[config.mk]
export PLATFORM = sky130hd
export DESIGN_NAME = clk_en_gen
export DESIGN_NICKNAME = d
export VERILOG_FILES = /design/src/rtl/clk_en_gen.sv
export SDC_FILE = /design/constraint.sdc
export NUM_CORES = 1
export LEC_CHECK = 0
export CAP_MARGIN = 20
export CORE_UTILIZATION = 60
export CTS_CLUSTER_DIAMETER = 150
export DETAILED_ROUTE_END_ITERATION = 10
export PLACE_DENSITY_LB_ADDON = 0.12
export SYNTH_ARGS = -nofsm -noshare
export SYNTH_HDL_FRONTEND = slang
export SYNTH_SLANG_ARGS = --single-unit
[constraint.sdc]
create_clock -name CLK -period 29.8 [get_ports CLK]
set_input_delay 5.96 -clock CLK [delete_from_list [all_inputs] [get_ports CLK]]
set_output_delay 5.96 -clock CLK [all_outputs]
set_load 0.05 [all_outputs]
[src/rtl/clk_en_gen.sv]
// Multi-channel fractional clock-enable generator: one DDS phase accumulator per
// channel, gated by a synchronised PLL lock with a settle hold-off.
module clk_en_gen #(
  parameter int CHANNELS = 4,
  parameter int ACC_W    = 24,
  parameter int HOLDOFF  = 1024,
  parameter logic [CHANNELS*ACC_W-1:0] INC_INIT = '0,
  localparam int SEL_W   = (CHANNELS > 1) ? $clog2(CHANNELS) : 1
) (
  input  logic                CLK,
  input  logic                RST,
  input  logic                LOCKED,
  input  logic                INC_WE,
  input  logic [SEL_W-1:0]    INC_SEL,
  input  logic [ACC_W-1:0]    INC_DATA,
  output logic [CHANNELS-1:0] EN,
  output logic [CHANNELS-1:0] TOG,
  output logic                READY
);

  localparam int CNT_W = (HOLDOFF > 1) ? $clog2(HOLDOFF) : 1;

  typedef enum logic [1:0] {WAIT_LOCK, SETTLE, RUN} state_e;

  logic                lock_meta_q, lock_s_q;
  state_e              state_q, state_d;
  logic [CNT_W-1:0]    cnt_q, cnt_d;
  logic                ready_q, ready_d;
  logic                acc_en;
  logic [ACC_W-1:0]    acc_q  [CHANNELS];
  logic [ACC_W-1:0]    acc_d  [CHANNELS];
  logic [ACC_W-1:0]    inc_q  [CHANNELS];
  logic [ACC_W-1:0]    inc_d  [CHANNELS];
  logic [ACC_W-1:0]    pend_q [CHANNELS];
  logic [ACC_W-1:0]    pend_d [CHANNELS];
  logic [ACC_W:0]      sum    [CHANNELS];
  logic [CHANNELS-1:0] pflag_q, pflag_d, en_q, en_d, tog_q, tog_d, carry, apply;

  // NOTE: every clocked process uses non-blocking assignments so all flops
  // update together on the edge regardless of process evaluation order.
  always_ff @(posedge CLK or posedge RST) begin
    if (RST) begin
      lock_meta_q <= 1'b0;
      lock_s_q    <= 1'b0;
    end else begin
      lock_meta_q <= LOCKED;
      lock_s_q    <= lock_meta_q;
    end
  end

  // NOTE: each always_comb assigns defaults first so no path can leave a
  // signal unassigned and infer a latch.
  always_comb begin
    state_d = state_q;
    cnt_d   = cnt_q;
    unique case (state_q)
      WAIT_LOCK: begin
        cnt_d = '0;
        if (lock_s_q) state_d = SETTLE;
      end
      SETTLE: begin
        if (!lock_s_q) begin
          state_d = WAIT_LOCK;
          cnt_d   = '0;
        end else if (cnt_q == CNT_W'(HOLDOFF - 1)) begin
          state_d = RUN;
          cnt_d   = '0;
        end else begin
          cnt_d = cnt_q + CNT_W'(1);
        end
      end
      RUN: begin
        if (!lock_s_q) state_d = WAIT_LOCK;
      end
      default: begin
        state_d = WAIT_LOCK;
        cnt_d   = '0;
      end
    endcase
  end

  assign ready_d = (state_d == RUN);
  // Accumulate only on edges that start and end in RUN; entry and exit edges clear.
  assign acc_en  = (state_q == RUN) && (state_d == RUN);

  always_comb begin
    pflag_d = pflag_q;
    en_d    = '0;
    tog_d   = '0;
    carry   = '0;
    apply   = '0;
    for (int i = 0; i < CHANNELS; i++) begin
      sum[i]    = {1'b0, acc_q[i]} + {1'b0, inc_q[i]};
      carry[i]  = sum[i][ACC_W];
      // A pending increment swaps in only at a wrap, when idle, or outside RUN.
      apply[i]  = pflag_q[i] && (carry[i] || (inc_q[i] == '0) || (state_q != RUN));
      inc_d[i]  = apply[i] ? pend_q[i] : inc_q[i];
      pend_d[i] = pend_q[i];
      if (apply[i]) pflag_d[i] = 1'b0;
      if (INC_WE && (INC_SEL == SEL_W'(i))) begin
        pend_d[i]  = INC_DATA;
        pflag_d[i] = 1'b1;
      end
      if (acc_en) begin
        acc_d[i] = sum[i][ACC_W-1:0];
        en_d[i]  = carry[i];
        tog_d[i] = tog_q[i] ^ carry[i];
      end else begin
        acc_d[i] = '0;
      end
    end
  end

  // NOTE: the increment and pending arrays are reset deliberately; the
  // increments must come up holding INC_INIT, so they are state, not storage.
  always_ff @(posedge CLK or posedge RST) begin
    if (RST) begin
      state_q <= WAIT_LOCK;
      cnt_q   <= '0;
      ready_q <= 1'b0;
      en_q    <= '0;
      tog_q   <= '0;
      pflag_q <= '0;
      for (int i = 0; i < CHANNELS; i++) begin
        acc_q[i]  <= '0;
        inc_q[i]  <= INC_INIT[i*ACC_W +: ACC_W];
        pend_q[i] <= '0;
      end
    end else begin
      state_q <= state_d;
      cnt_q   <= cnt_d;
      ready_q <= ready_d;
      en_q    <= en_d;
      tog_q   <= tog_d;
      pflag_q <= pflag_d;
      for (int i = 0; i < CHANNELS; i++) begin
        acc_q[i]  <= acc_d[i];
        inc_q[i]  <= inc_d[i];
        pend_q[i] <= pend_d[i];
      end
    end
  end

  assign EN    = en_q;
  assign TOG   = tog_q;
  assign READY = ready_q;

endmodule
Word-level counts from Yosys, hierarchy flattened. Cells that the tools add are included.

Register bits: 315. Latch bits: 0. RAM bits: 0. ROM bits: 0. Memories kept: 0.

Add/sub/neg operators: 5. $mul: 0. Div/mod/pow operators: 0. Magnitude comparators: 0. Eq/ne operators: 8. Shift operators: 0. Mux-type cells: 28. Bitwise operators: 4. Reductions and logical operators: 27.

Operator list (number): adder 24 x 24 -> 25 bit (4); zero test 24 bit (4); two-way mux 24 bit (4); two-way mux 10 bit (2); one-hot mux 10 bit (2 select lines) (1); two-way mux 1 bit (16); adder 10 x 1 -> 10 bit (second input constant) (1); equality test 10 bit (second input constant) (1); logical AND 1 bit (9); equality test 2 bit (second input constant) (4); logical OR 1 bit (8); two-way mux 2 bit (4); nonzero test 2 bit (4); one-hot mux 2 bit (3 select lines) (1); equality test 2 x 1 -> 1 bit (second input constant) (2); zero test 2 bit (2); XOR 1 bit (4); != test 2 bit (second input constant) (1).

Depth between registers and ports, before layout.
Word-level depth: 7. Mapped depth: 12. Mapped depth without buffers: 10.

Worst setup path after synthesis. Ideal clock, no wire load.

Kind: input-to-reg. From: input port INC_SEL[1]. To: register pend_q[80] (netlist name). Data arrival time: 7279 ps. Path slack: 22396 ps. Stages on the path: 3. Path through: nor3b_1 -> clkbuf_1 -> mux2_2.

Word-level cells in the longest chain between the ends: 2.

RTL lines: from (decl) (line 14) `input logic [SEL_W-1:0] INC_SEL,`; zero test 2 bit (line 100) `if (INC_WE && (INC_SEL == SEL_W'(i))) begin`; logical AND 1 bit (line 100); to (signal, indexed assignment) (line 139) `pend_q[i] <= pend_d[i];`; to (decl) (line 34) `logic [ACC_W-1:0] pend_q [CHANNELS];`.

Every way passes these cells. A chain may end at the register's enable or synchronous reset.

Worst setup path after layout.
From: register tog_q[1] (netlist: TOG[1]). To: output port TOG[1].

RTL lines: from (decl) (line 37) `logic [CHANNELS-1:0] pflag_q, pflag_d, en_q, en_d, tog_q, tog_d, carry, apply;`; from (signal assigned) (line 134) `tog_q <= tog_d;`; to (decl) (line 17) `output logic [CHANNELS-1:0] TOG,`.

No word-level cell between the ends.

==> run metrics <==
post-placement setup slack 21680 ps; DP Wirelength 26000 um; core area 27300 um^2; Max Cap Viol 0; hold depth 0; RSZ-0062 raised after global routing no; clock-pin slew on the worst setup and hold paths 60 ps; kind of cell adding the most delay to the critical path buffers and inverters; flop2flop setup slack 26330 ps; Main synth FF type dfrtp_1; wire per inst 18.8 um; Initial DRC Count 899; crit share post-route 0.259; boundary pin count 39; DIE WIDTH 170 um; Reg power frac 0.441; Initial Util 0.618; GR Layer Usage met3 0.0429; Longest Clk Path Bufs 3; ANT cells 0; Vias 11900; most common cell in the netlist dfrtp_1; reg2reg path depth 10; Yosys reg bits 315; Yosys top cell area share 0.468; Worst R2R End inc_q[23]; Leak 8.91 nW; syn_nets 1732; clk_lat worst skew 520 ps; post-CTS sizing 0; Worst-Margin Slew 1140 ps; Final Critical Period 7720 ps; Die Y 170 um; Cells after Synth 1601; CP endpoint kind primary output; WP data arrival 1760 ps; worst r2r src inc_q[0]; root buffer cell clkbuf_16; CP bufs+invs 1; DRT Wirelength 38000 um; CP required 23840 ps; Final WS setup 22080 ps; number of synthesized flops with an enable pin 0; Comb pwr share 0.198; largest fanout on the critical path 3; grt ovf 0; vias in the first global route 11500; CP peak stage delay 820 ps; gr busiest metal met2; max-slew violation count 0; cell-internal power 0.883 mW; Final Non-Filler Cells 2017; clk sinks 315; cell accounting for the most synthesized area dfrtp_1; fraction of registers with async set/reset 1.00; part of the power in the clock network 0.361; post-CTS setup buffers 0; Net Switching 0.369 mW; # hold bufs at CTS 0; status completed; largest net degree at the start of global routing 177; final hold violations 0; First-pass DRT Iterations 6; die area 28800 um^2; Ys Warns 0; GRT Overall Usage 0.275; Rows 60; CTS buffer count 34; CP cell instances clkdlybuf4s50_1; H-tree levels 2; GP Congestion 0.884; end of the worst hold path lock_s_q; Synth cell types 82; share of cells above drive strength 1 0.145; Avg Cell Area, Syn 10.5 um^2; DRT antenna net count 0; top post-synthesis cells by area dfrtp_1, ha_1, mux2_4, nand2_1, mux2_2; Max Clk Rate 130 MHz; Layout area overhead 10.5%; drc violations 0; CP Launch Type register; Synth Cell Area 16800 um^2; grt met2 use 0.422; Worst Skew 14.0 ps; sw frac 0.295; Via-to-Cell Ratio 5.90; Crit-path slowest cell clkdlybuf4s50_1; CTS tree built; number of I/O port buffers 38; Final setup viols 0; Worst slew margin 0.240; hold path start lock_meta_q; register area share after synthesis 0.468; Power per Cell Area 67.3 nW/um^2; kind of critical path reg2out; Max VDD drop 59.6 uV; met1 usage 0.408; initial antenna violation count 0; most frequent cells after synthesis dfrtp_1, nand2_1, nor2_1; HP Class reg2reg; Fin Setup TNS 0 ps; first-pass GRT wire length 61600 um; DP Cell Count 1958; Final Net Count 1753
## flip-flops by register name, indices dropped and copies added (netlist names)
name         flops
pend_q          96
EN               4
inc_q           96
lock_meta_q      1
pflag_q          4
cnt_q           10
acc_q           96
TOG              4
READY            1
state_q          2
lock_s_q         1
## how the worst max path moves through the flow
stage                           from  slack (ps)  cells past startpoint          to
after floorplan                  RST       15130                      1       EN[0]
after global placement           RST       21680                      3   acc_q[65]
after detailed placement         RST       21680                      3  pend_q[90]
after CTS                     TOG[1]       22080                      1      TOG[1]
after global routing      INC_SEL[1]       21970                      5  pend_q[54]
final                         TOG[1]       22080                      1      TOG[1]
## kinds of logic after synthesis
family	synth area share
flip-flops	0.468
AND/OR/NAND/NOR	0.143
multiplexers	0.116
buffers and inverters	0.0310
XOR/XNOR	0.0364
adder cells (fa/ha/maj)	0.0768
AO/OA/AOI/OAI	0.130
## power by group through the flow
stage	sequential [mW]	clock [mW]	combinational, mW
6_report	0.553	0.451	0.248
5_1_grt	0.558	0.477	0.274
4_1_cts	0.550	0.459	0.248
3_5_place_dp	0.556	0	0.245
3_3_place_gp	0.554	0	0.239
2_1_floorplan	0.530	0	0.206
## routing by layer
metal	routed length (um)	vias up
met1	18400	5860
met2	17000	261
met5	0	-
met3	1820	60
met4	828	0
li1	-	5726
## layout make-up
cell class                 instances  area (um^2)
multi-input combinational       1187         8460
timing repair buffer              46          453
clock inverter                    14          189
inverter                          38          150
fill                            2078         8640
tap                              372          465
sequential                       315         7880
clock buffer                      45         1020
## cells in the final DEF (no fill, tap or decap), drive strengths merged, types with 39 or more instances in the layout
master / instances
dfrtp: 315
nand2: 239
mux2: 145
nor2: 134
a21oi: 102
ha: 97
o21ai: 71
clkbuf: 45
inv: 40
xor2: 39
## through the flow
step           utilization  power, mW  area (um^2)  hold WS, ps
5_1_grt              0.683       1.31        18600          362
6_report             0.683       1.25        18600          349
4_1_cts              0.683       1.26        18600          351
3_3_place_gp         0.639      0.793        17400          333
3_5_place_dp         0.639      0.801        17400          337
2_1_floorplan            -      0.736        16800          331
No activity file was read; power rests on OpenSTA's default activity.
